<file path="src/rtl/fp32_pkg.sv">
// Shared fp32 definitions for the sequential multiplier and divider:
// field widths, special encodings, FSM state type and field helpers.
package fp32_pkg;

    localparam int EXP_W  = 8;
    localparam int MANT_W = 23;
    localparam int BIAS   = 127;
    localparam int SIG_W  = MANT_W + 1;   // significand with hidden one
    localparam int ACC_W  = 2 * SIG_W;    // full product width
    localparam int CNT_W  = 5;            // enough to index SIG_W bits

    localparam logic [31:0]      QNAN    = 32'h7FC0_0000;
    localparam logic [EXP_W-1:0] EXP_MAX = 8'hFF;

    typedef enum logic [1:0] {
        ST_IDLE = 2'd0,
        ST_MUL  = 2'd1,
        ST_NORM = 2'd2
    } state_t;

    function automatic logic fp_sign(input logic [31:0] x);
        return x[31];
    endfunction

    function automatic logic [EXP_W-1:0] fp_exp(input logic [31:0] x);
        return x[MANT_W+EXP_W-1:MANT_W];
    endfunction

    function automatic logic [MANT_W-1:0] fp_frac(input logic [31:0] x);
        return x[MANT_W-1:0];
    endfunction

    // Significand with the hidden one restored (denormals are handled as specials).
    function automatic logic [SIG_W-1:0] fp_sig(input logic [31:0] x);
        return {1'b1, x[MANT_W-1:0]};
    endfunction

    function automatic logic fp_is_nan(input logic [31:0] x);
        return (fp_exp(x) == EXP_MAX) && (fp_frac(x) != '0);
    endfunction

    function automatic logic fp_is_inf(input logic [31:0] x);
        return (fp_exp(x) == EXP_MAX) && (fp_frac(x) == '0);
    endfunction

    // Zero or denormal: both are flushed to zero by the datapath.
    function automatic logic fp_is_zero(input logic [31:0] x);
        return fp_exp(x) == '0;
    endfunction

endpackage

</file>
<file path="src/rtl/fp_mant_shift_add.sv">
// Radix-2 serial significand multiplier: one multiplier bit per step,
// adding the shifted multiplicand into a double-width accumulator.
module fp_mant_shift_add
    import fp32_pkg::*;
(
    input  logic             clk,
    input  logic             rst_n,
    input  logic             start,
    input  logic             step,
    input  logic [SIG_W-1:0] ma,
    input  logic [SIG_W-1:0] mb,
    output logic [ACC_W-1:0] acc,
    output logic             last
);

    logic [SIG_W-1:0] ma_reg;
    logic [SIG_W-1:0] mb_reg;
    logic [ACC_W-1:0] acc_reg;
    logic [CNT_W-1:0] cnt_reg;
    logic [ACC_W-1:0] addend;

    assign addend = ACC_W'(ma_reg) << cnt_reg;
    assign acc    = acc_reg;
    assign last   = (cnt_reg == CNT_W'(SIG_W - 1));

    // Load operands on start, otherwise accumulate one partial product per step.
    always_ff @(posedge clk or negedge rst_n) begin
        if (!rst_n) begin
            ma_reg  <= '0;
            mb_reg  <= '0;
            acc_reg <= '0;
            cnt_reg <= '0;
        end else if (start) begin
            ma_reg  <= ma;
            mb_reg  <= mb;
            acc_reg <= '0;
            cnt_reg <= '0;
        end else if (step) begin
            if (mb_reg[cnt_reg]) begin
                acc_reg <= acc_reg + addend;
            end
            cnt_reg <= cnt_reg + 1'b1;
        end
    end

endmodule

</file>
<file path="src/rtl/multiplier_floating_seq.sv">
// Sequential fp32 multiplier: FSM, special-case detection, normalisation and
// packing around the serial significand multiplier. Truncating rounding.
module multiplier_floating_seq
    import fp32_pkg::*;
(
    input  logic        clk,
    input  logic        rst_n,
    input  logic        start,
    input  logic [31:0] a,
    input  logic [31:0] b,
    output logic        busy,
    output logic        done,
    output logic [31:0] product
);

    state_t           state_reg;
    state_t           state_next;
    logic [31:0]      a_reg;
    logic [31:0]      b_reg;
    logic             sign_reg;
    logic             done_reg;
    logic [31:0]      product_reg;
    logic             accept;
    logic             step;
    logic [ACC_W-1:0] acc;
    logic             last;
    logic [31:0]      result;

    assign accept  = (state_reg == ST_IDLE) && start;
    assign step    = (state_reg == ST_MUL);
    assign busy    = (state_reg != ST_IDLE);
    assign done    = done_reg;
    assign product = product_reg;

    fp_mant_shift_add u_mant (
        .clk   (clk),
        .rst_n (rst_n),
        .start (accept),
        .step  (step),
        .ma    (fp_sig(a)),
        .mb    (fp_sig(b)),
        .acc   (acc),
        .last  (last)
    );

    // State register.
    always_ff @(posedge clk or negedge rst_n) begin
        if (!rst_n) begin
            state_reg <= ST_IDLE;
        end else begin
            state_reg <= state_next;
        end
    end

    // Next-state logic: fixed walk IDLE -> MUL (24 steps) -> NORM -> IDLE.
    always_comb begin
        state_next = state_reg;
        case (state_reg)
            ST_IDLE: if (start) state_next = ST_MUL;
            ST_MUL:  if (last)  state_next = ST_NORM;
            ST_NORM: state_next = ST_IDLE;
            default: state_next = ST_IDLE;
        endcase
    end

    // Capture operands at accept; specials are judged from the captured copy.
    always_ff @(posedge clk or negedge rst_n) begin
        if (!rst_n) begin
            a_reg    <= '0;
            b_reg    <= '0;
            sign_reg <= 1'b0;
        end else if (accept) begin
            a_reg    <= a;
            b_reg    <= b;
            sign_reg <= fp_sign(a) ^ fp_sign(b);
        end
    end

    // Normalise, compute exponent and apply special cases in priority order.
    always_comb begin
        logic              e_adj;
        logic [MANT_W-1:0] frac;
        logic signed [9:0] exp_sum;
        logic              nan_case;
        e_adj    = acc[ACC_W-1];
        frac     = e_adj ? acc[ACC_W-2:SIG_W] : acc[ACC_W-3:SIG_W-1];
        exp_sum  = {2'b00, fp_exp(a_reg)} + {2'b00, fp_exp(b_reg)}
                 + {9'd0, e_adj} - 10'(BIAS);
        nan_case = fp_is_nan(a_reg) || fp_is_nan(b_reg)
                || (fp_is_inf(a_reg) && fp_is_zero(b_reg))
                || (fp_is_inf(b_reg) && fp_is_zero(a_reg));
        if (nan_case) begin
            result = QNAN;
        end else if (fp_is_inf(a_reg) || fp_is_inf(b_reg)) begin
            result = {sign_reg, EXP_MAX, {MANT_W{1'b0}}};
        end else if (fp_is_zero(a_reg) || fp_is_zero(b_reg)) begin
            result = {sign_reg, 31'd0};
        end else if (exp_sum >= 10'sd255) begin
            result = {sign_reg, EXP_MAX, {MANT_W{1'b0}}};
        end else if (exp_sum <= 10'sd0) begin
            result = {sign_reg, 31'd0};
        end else begin
            result = {sign_reg, exp_sum[EXP_W-1:0], frac};
        end
    end

    // Output registers: done pulses for one cycle, product holds until the next done.
    always_ff @(posedge clk or negedge rst_n) begin
        if (!rst_n) begin
            done_reg    <= 1'b0;
            product_reg <= '0;
        end else begin
            done_reg <= (state_reg == ST_NORM);
            if (state_reg == ST_NORM) begin
                product_reg <= result;
            end
        end
    end

endmodule

</file>
<file path="config.mk">
export PLATFORM = sky130hd
export DESIGN_NAME = multiplier_floating_seq
export DESIGN_NICKNAME = d
export VERILOG_FILES = /design/src/rtl/fp32_pkg.sv /design/src/rtl/fp_mant_shift_add.sv /design/src/rtl/multiplier_floating_seq.sv
export SDC_FILE = /design/constraint.sdc
export NUM_CORES = 1
export LEC_CHECK = 0
export CORE_MARGIN = 2
export CORE_UTILIZATION = 35
export DETAILED_ROUTE_END_ITERATION = 10
export SLEW_MARGIN = 20
export SYNTH_ARGS = -nofsm -noshare
export SYNTH_HDL_FRONTEND = slang
export SYNTH_SLANG_ARGS = --single-unit
</file>
<file path="constraint.sdc">
create_clock -name clk -period 4.46 [get_ports clk]
set_input_delay 0.892 -clock clk [delete_from_list [all_inputs] [get_ports clk]]
set_output_delay 0.892 -clock clk [all_outputs]
set_load 0.01 [all_outputs]
</file>
==> flow_metrics.tcl, run 1 <==
set metrics [dict create \
    ant_nets 0 \
    synth_edf_count 0 \
    cts_made_buffers 17 \
    grt_pass1_vias 9149 \
    drive_above_1_share_pct 11.0 \
    grt_pass1_wl_um 47700 \
    skew_ps 11.5 \
    clockBufferDepth 2 \
    final_cell_mix "nand2_1, dfrtp_1, clkdlybuf4s50_1" \
    vias 9717 \
    finalCritPeriodShare_pct 97.4 \
    worstMarginPinSlew_ps 929 \
    antennaDiodeCount 0 \
    dp_hpwl_um 21900 \
    dpl_worst_slack_ps 15.8 \
    clock_latency_ps 430 \
    cts_root_buf "clkbuf_16" \
    nFillCells 3043 \
    ys_async_sr_fraction_pct 100 \
    critPathLaunch "u_mant.cnt_reg[1]" \
    antenna_found_initial 0 \
    vias_per_cell 5.37 \
    die-height_um 181 \
    die_area_um2 32600 \
    r2r-end "u_mant.acc[36]" \
    drt_iter0_markers 769 \
    path_delay_family "compound AO/OA/AOI/OAI gates" \
    syn_to_final_growth_pct 21.5 \
    netlist_instances 1314 \
    end_kind "flop" \
    rr_worst_depth 15 \
    wire_per_inst_um 16.0 \
    seq_area_frac_synth_pct 34.9 \
    io_pins 101 \
    fmax_ghz 0.230 \
    largest_reg_flops 48 \
    rows 64 \
    netlist.top_cell.by_area "dfrtp_1" \
    final_common_cell "nand2_1" \
    hold_violations 0 \
    tns_ps 0 \
    fin_crit_ps 4350 \
    ys_warn_count 0 \
    h-tree-depth 4 \
    coreArea_um2 30700 \
    grt_max_degree 75 \
    path_clk_slew_ps 70 \
    port_buffers 100 \
    cts_tree "built" \
    initial_utilization_pct 35.6 \
    yosysUniqueCellTypes 69 \
    postSynthAreaPerCell_um2 8.30 \
    setup_violations 0 \
    synth-main-ff-cell "dfrtp_1" \
    setup_slack_ps 115 \
    routed_wl_um 28900 \
    cp.required_ps 4770 \
    synthTopCellsByArea "dfrtp_1, nand2_1, ha_1, mux2i_1, o21ai_0" \
    finalNetCount 1534 \
    rr_startpoint "u_mant.cnt_reg[1]" \
    syn_nets 1447 \
    grt.total_usage_pct 17.8 \
    slowest_delay_ps 470 \
    synth.top_cell.area_share_pct 34.9 \
    crit_buf_inv 2 \
    cts.sinks 152 \
    dr.pass1.iters 5 \
    grt-ovfl-total 0 \
    worstSetupPathType "flop to flop" \
    synth_area_um2 10900 \
    crit_slowest_cell "dfrtp_2" \
    synth_seq_cells 152 \
    slew_headroom_pct 38.1 \
    max-cap-violations 0 \
    crit_path_frequent_cell "mux2i_2" \
    status "completed" \
    crit_chain "buf_12, mux2i_2, mux2i_2, mux2i_2, nor2_1, ha_1, a21o_1, a221o_1, a211o_1, a41o_4, a311o_2, a211oi_4, buf_4, xor2_1, o21ai_1" \
    fin_util_pct 43.2 \
    worstHoldPathType "primary input to asynchronous set/reset pin" \
    maxSlewViolCount 0 \
    worst_setup_path_start_kind "flop" \
    drt_drc_violations_left 0 \
    routabilityCongestion 0.958 \
    rrSetupSlack_ps 110 \
    crit_arrival_ps 4650 \
    path_max_fanout 18 \
    die_width_um 181 \
]
## layer usage
metal | routed length [µm] | GRT usage (%)
met1 | 14200 | 26.3
met5 | 0 | 0
met3 | 1350 | 2.10
met2 | 12900 | 27.2
met4 | 486 | 5.10
## cell usage after synthesis, types with 9 or more instances
cell type    n
a211oi_1    10
a21o_1      25
a21oi_1     75
and2_1       9
buf_2       15
clkbuf_1    57
dfrtp_1    152
ha_1        64
inv_1       22
mux2_2      16
mux2i_1     62
mux4_2      15
nand2_1    296
nand3_1     50
nand4_1     16
nor2_1      90
nor2b_1     10
nor3_1      13
nor4_1      15
o21ai_0     84
o21ai_1     30
o22ai_1     15
xnor2_1     29
xor2_1      19
## worst max path at each step
stage / slack [ps] / endpoint / depth (start not counted)
floorplan: 20 / u_mant.acc[41] / 20
global placement: 160 / u_mant.acc[45] / 16
detailed placement: 20 / u_mant.acc[41] / 17
CTS: 10 / u_mant.acc[41] / 17
global route: -60 / u_mant.acc[36] / 15
finish: 110 / u_mant.acc[36] / 15
## kinds of logic after synthesis
family / share of synthesized area [%]
adder cells (fa/ha/maj): 7.71
XOR/XNOR: 3.85
multiplexers: 10.4
flip-flops: 34.9
AO/OA/AOI/OAI: 17.2
AND/OR/NAND/NOR: 22.0
buffers and inverters: 3.89
## cell type report
cell class              count  area [µm²]  share of cell area (%)
flip-flops and latches    152        3810                    28.7
inverters                  23        90.1                   0.680
clock buffers              19         443                    3.34
multi-input cells        1058        6800                    51.3
repair buffers            149        1450                    10.9
well taps                 396         495                    3.74
clock inverters            13         166                    1.26
## through the flow
stage,cells,hold slack (ps),area (µm²)
3_3_place_gp,1773,469,12500
6_report,1810,474,13300
2_1_floorplan,1314,451,10900
3_5_place_dp,1773,475,12500
4_1_cts,1805,490,13100
5_1_grt,1810,506,13300
## what timing repair did
| item | 4_1_cts | 5_1_grt |
|---|---|---|
| hold buffers | 0 | 0 |
| setup buffers | 0 | 5 |
| resized for setup | 0 | 38 |
| setup endpoints to repair | 0 | 12 |
Power of run 1 is left out: the tool's default activity adds up to more than one toggle a clock period on the data nets, which glitch-free logic cannot reach.
==> inputs of run 2 (changes only) <==
--- a/config.mk
+++ b/config.mk
@@ -8,6 +8,7 @@
 export CORE_MARGIN = 2
 export CORE_UTILIZATION = 35
 export DETAILED_ROUTE_END_ITERATION = 10
+export PLACE_DENSITY = 0.51
 export SLEW_MARGIN = 20
 export SYNTH_ARGS = -nofsm -noshare
 export SYNTH_HDL_FRONTEND = slang
==> run 2 against run 1 <==
Net effect: sequential share of layout area shrank 0.12 points; die area unchanged; wire length grew 4.2%; utilization increased by 0.18 points; fmax up 3.1%; setup slack better by 130 ps; critical path type unchanged.
==> flow_metrics.tcl, run 2 (same netlist as run 1, synthesis figures left out) <==
set metrics [dict create \
    vias 9673 \
    tns_ps 0 \
    drt_iter0_markers 540 \
    die_width_um 181 \
    antennaDiodeCount 0 \
    cts_made_buffers 17 \
    clockBufferDepth 2 \
    r2r-end "u_mant.acc[45]" \
    largest_reg_flops 48 \
    antenna_found_initial 0 \
    hold_violations 0 \
    end_kind "flop" \
    wire_per_inst_um 16.6 \
    fin_crit_ps 4220 \
    worstHoldPathType "flop to flop" \
    clock_latency_ps 440 \
    path_max_fanout 6 \
    coreArea_um2 30700 \
    worstSetupPathType "flop to flop" \
    final_cell_mix "nand2_1, dfrtp_1, clkdlybuf4s50_1" \
    skew_ps 11.9 \
    worst_setup_path_start_kind "flop" \
    slowest_delay_ps 520 \
    dp.cells 1782 \
    final_common_cell "nand2_1" \
    port_buffers 100 \
    path_delay_family "compound AO/OA/AOI/OAI gates" \
    hold_start "product[8]" \
    die-height_um 181 \
    max-cap-violations 0 \
    vias_per_cell 5.32 \
    cts_tree "built" \
    syn_to_final_growth_pct 22.0 \
    grt_max_degree 97 \
    path_clk_slew_ps 70 \
    whs_path_depth 2 \
    routed_wl_um 30200 \
    setup_violations 0 \
    grt_pass1_wl_um 49900 \
    ant_nets 0 \
    crit_path_frequent_cell "o21ai_0" \
    crit_slowest_cell "or4b_4" \
    grt_pass1_vias 9457 \
    dp_hpwl_um 22800 \
    crit_buf_inv 0 \
    maxSlewViolCount 0 \
    die_area_um2 32600 \
    finish.instance_area_um2 13300 \
    finalCritPeriodShare_pct 94.5 \
    hold_end "product[8]" \
    cts_root_buf "clkbuf_16" \
    rr_worst_depth 14 \
    grt.total_usage_pct 18.7 \
    cp.required_ps 4750 \
    postPlaceCellArea_um2 12600 \
    cts.sinks 152 \
    drive_above_1_share_pct 11.5 \
    routabilityCongestion 0.942 \
    crit_chain "mux2_2, o21ai_0, mux2i_1, a21oi_1, mux2i_1, ha_1, a21oi_1, o21ai_0, or4b_4, o21a_1, o2111ai_1, nor3b_2, xor2_1, o21ai_0" \
    slew_headroom_pct 28.3 \
    worstMarginPinSlew_ps 1070 \
    holdBufCountCts 0 \
    drt_drc_violations_left 0 \
    h-tree-depth 4 \
    io_pins 101 \
    fmax_ghz 0.237 \
    rrSetupSlack_ps 240 \
    grt-ovfl-total 0 \
    initial_utilization_pct 35.6 \
    rr_startpoint "u_mant.cnt_reg[1]" \
    status "completed" \
    crit_arrival_ps 4500 \
    rows 64 \
    finalNetCount 1542 \
    fin_cells 1818 \
    rsz0062_at_grt "yes" \
    dr.pass1.iters 4 \
]
## run 2: changes by cell type in the layout (fill, tap and decap cells not counted), sizes merged
cell and delta:
clkinv +4, clkinvlp -4, inv +5, clkbuf -2
buf +8, bufinv -3
## run 2: worst min-delay path, stage by stage, from the launching register on
cell and delay, ps:
dfrtp_1 340, nand2_1 50, o21ai_1 60
## run 2: what timing repair did
item                                    4_1_cts  5_1_grt
resized for setup                             1       36
cloned                                        0        0
pin swaps                                     0        6
endpoints found under the setup margin        4       11
buffers inserted                              0        4
## run 2: how the worst max path moves through the flow
stage,startpoint,end,slack [ps],cells past startpoint
floorplan,u_mant.cnt_reg[0],u_mant.acc[41],20,20
global placement,u_mant.cnt_reg[0],u_mant.acc[45],3,17
detailed placement,u_mant.cnt_reg[0],u_mant.acc[45],-30,17
CTS,u_mant.cnt_reg[0],u_mant.acc[41],60,17
global route,u_mant.cnt_reg[1],u_mant.acc[41],-40,16
finish,u_mant.cnt_reg[1],u_mant.acc[45],240,14
## run 2: cell type report
cell class	count	area (µm²)
timing repair buffer	157	1510
sequential	152	3810
multi-input combinational	1058	6810
clock inverter	15	176
clock buffer	17	425
tap	396	495
inverter	23	86.3
fill	3114	17400
## run 2: per-layer routing
layer  GRT usage (%)  vias to the layer above  part of all wire [%]
met1            27.2                     4595                    51
met3            2.51                       19                   3.5
li1                -                     4863                     -
met5               0                        -                     0
met2            29.6                      196                    45
met4            3.81                        0                  0.97
## run 2: stage by stage
step / setup WS (ps) / hold WS [ps] / util [%]
finish: 244 / 482 / 43.4
detailed placement: -26.2 / 475 / 40.9
CTS: 60.0 / 491 / 42.9
floorplan: 23.2 / 451 / -
global route: -36.1 / 505 / 43.4
global placement: 3.28 / 462 / 40.9
Power of run 2 is left out for the same reason.
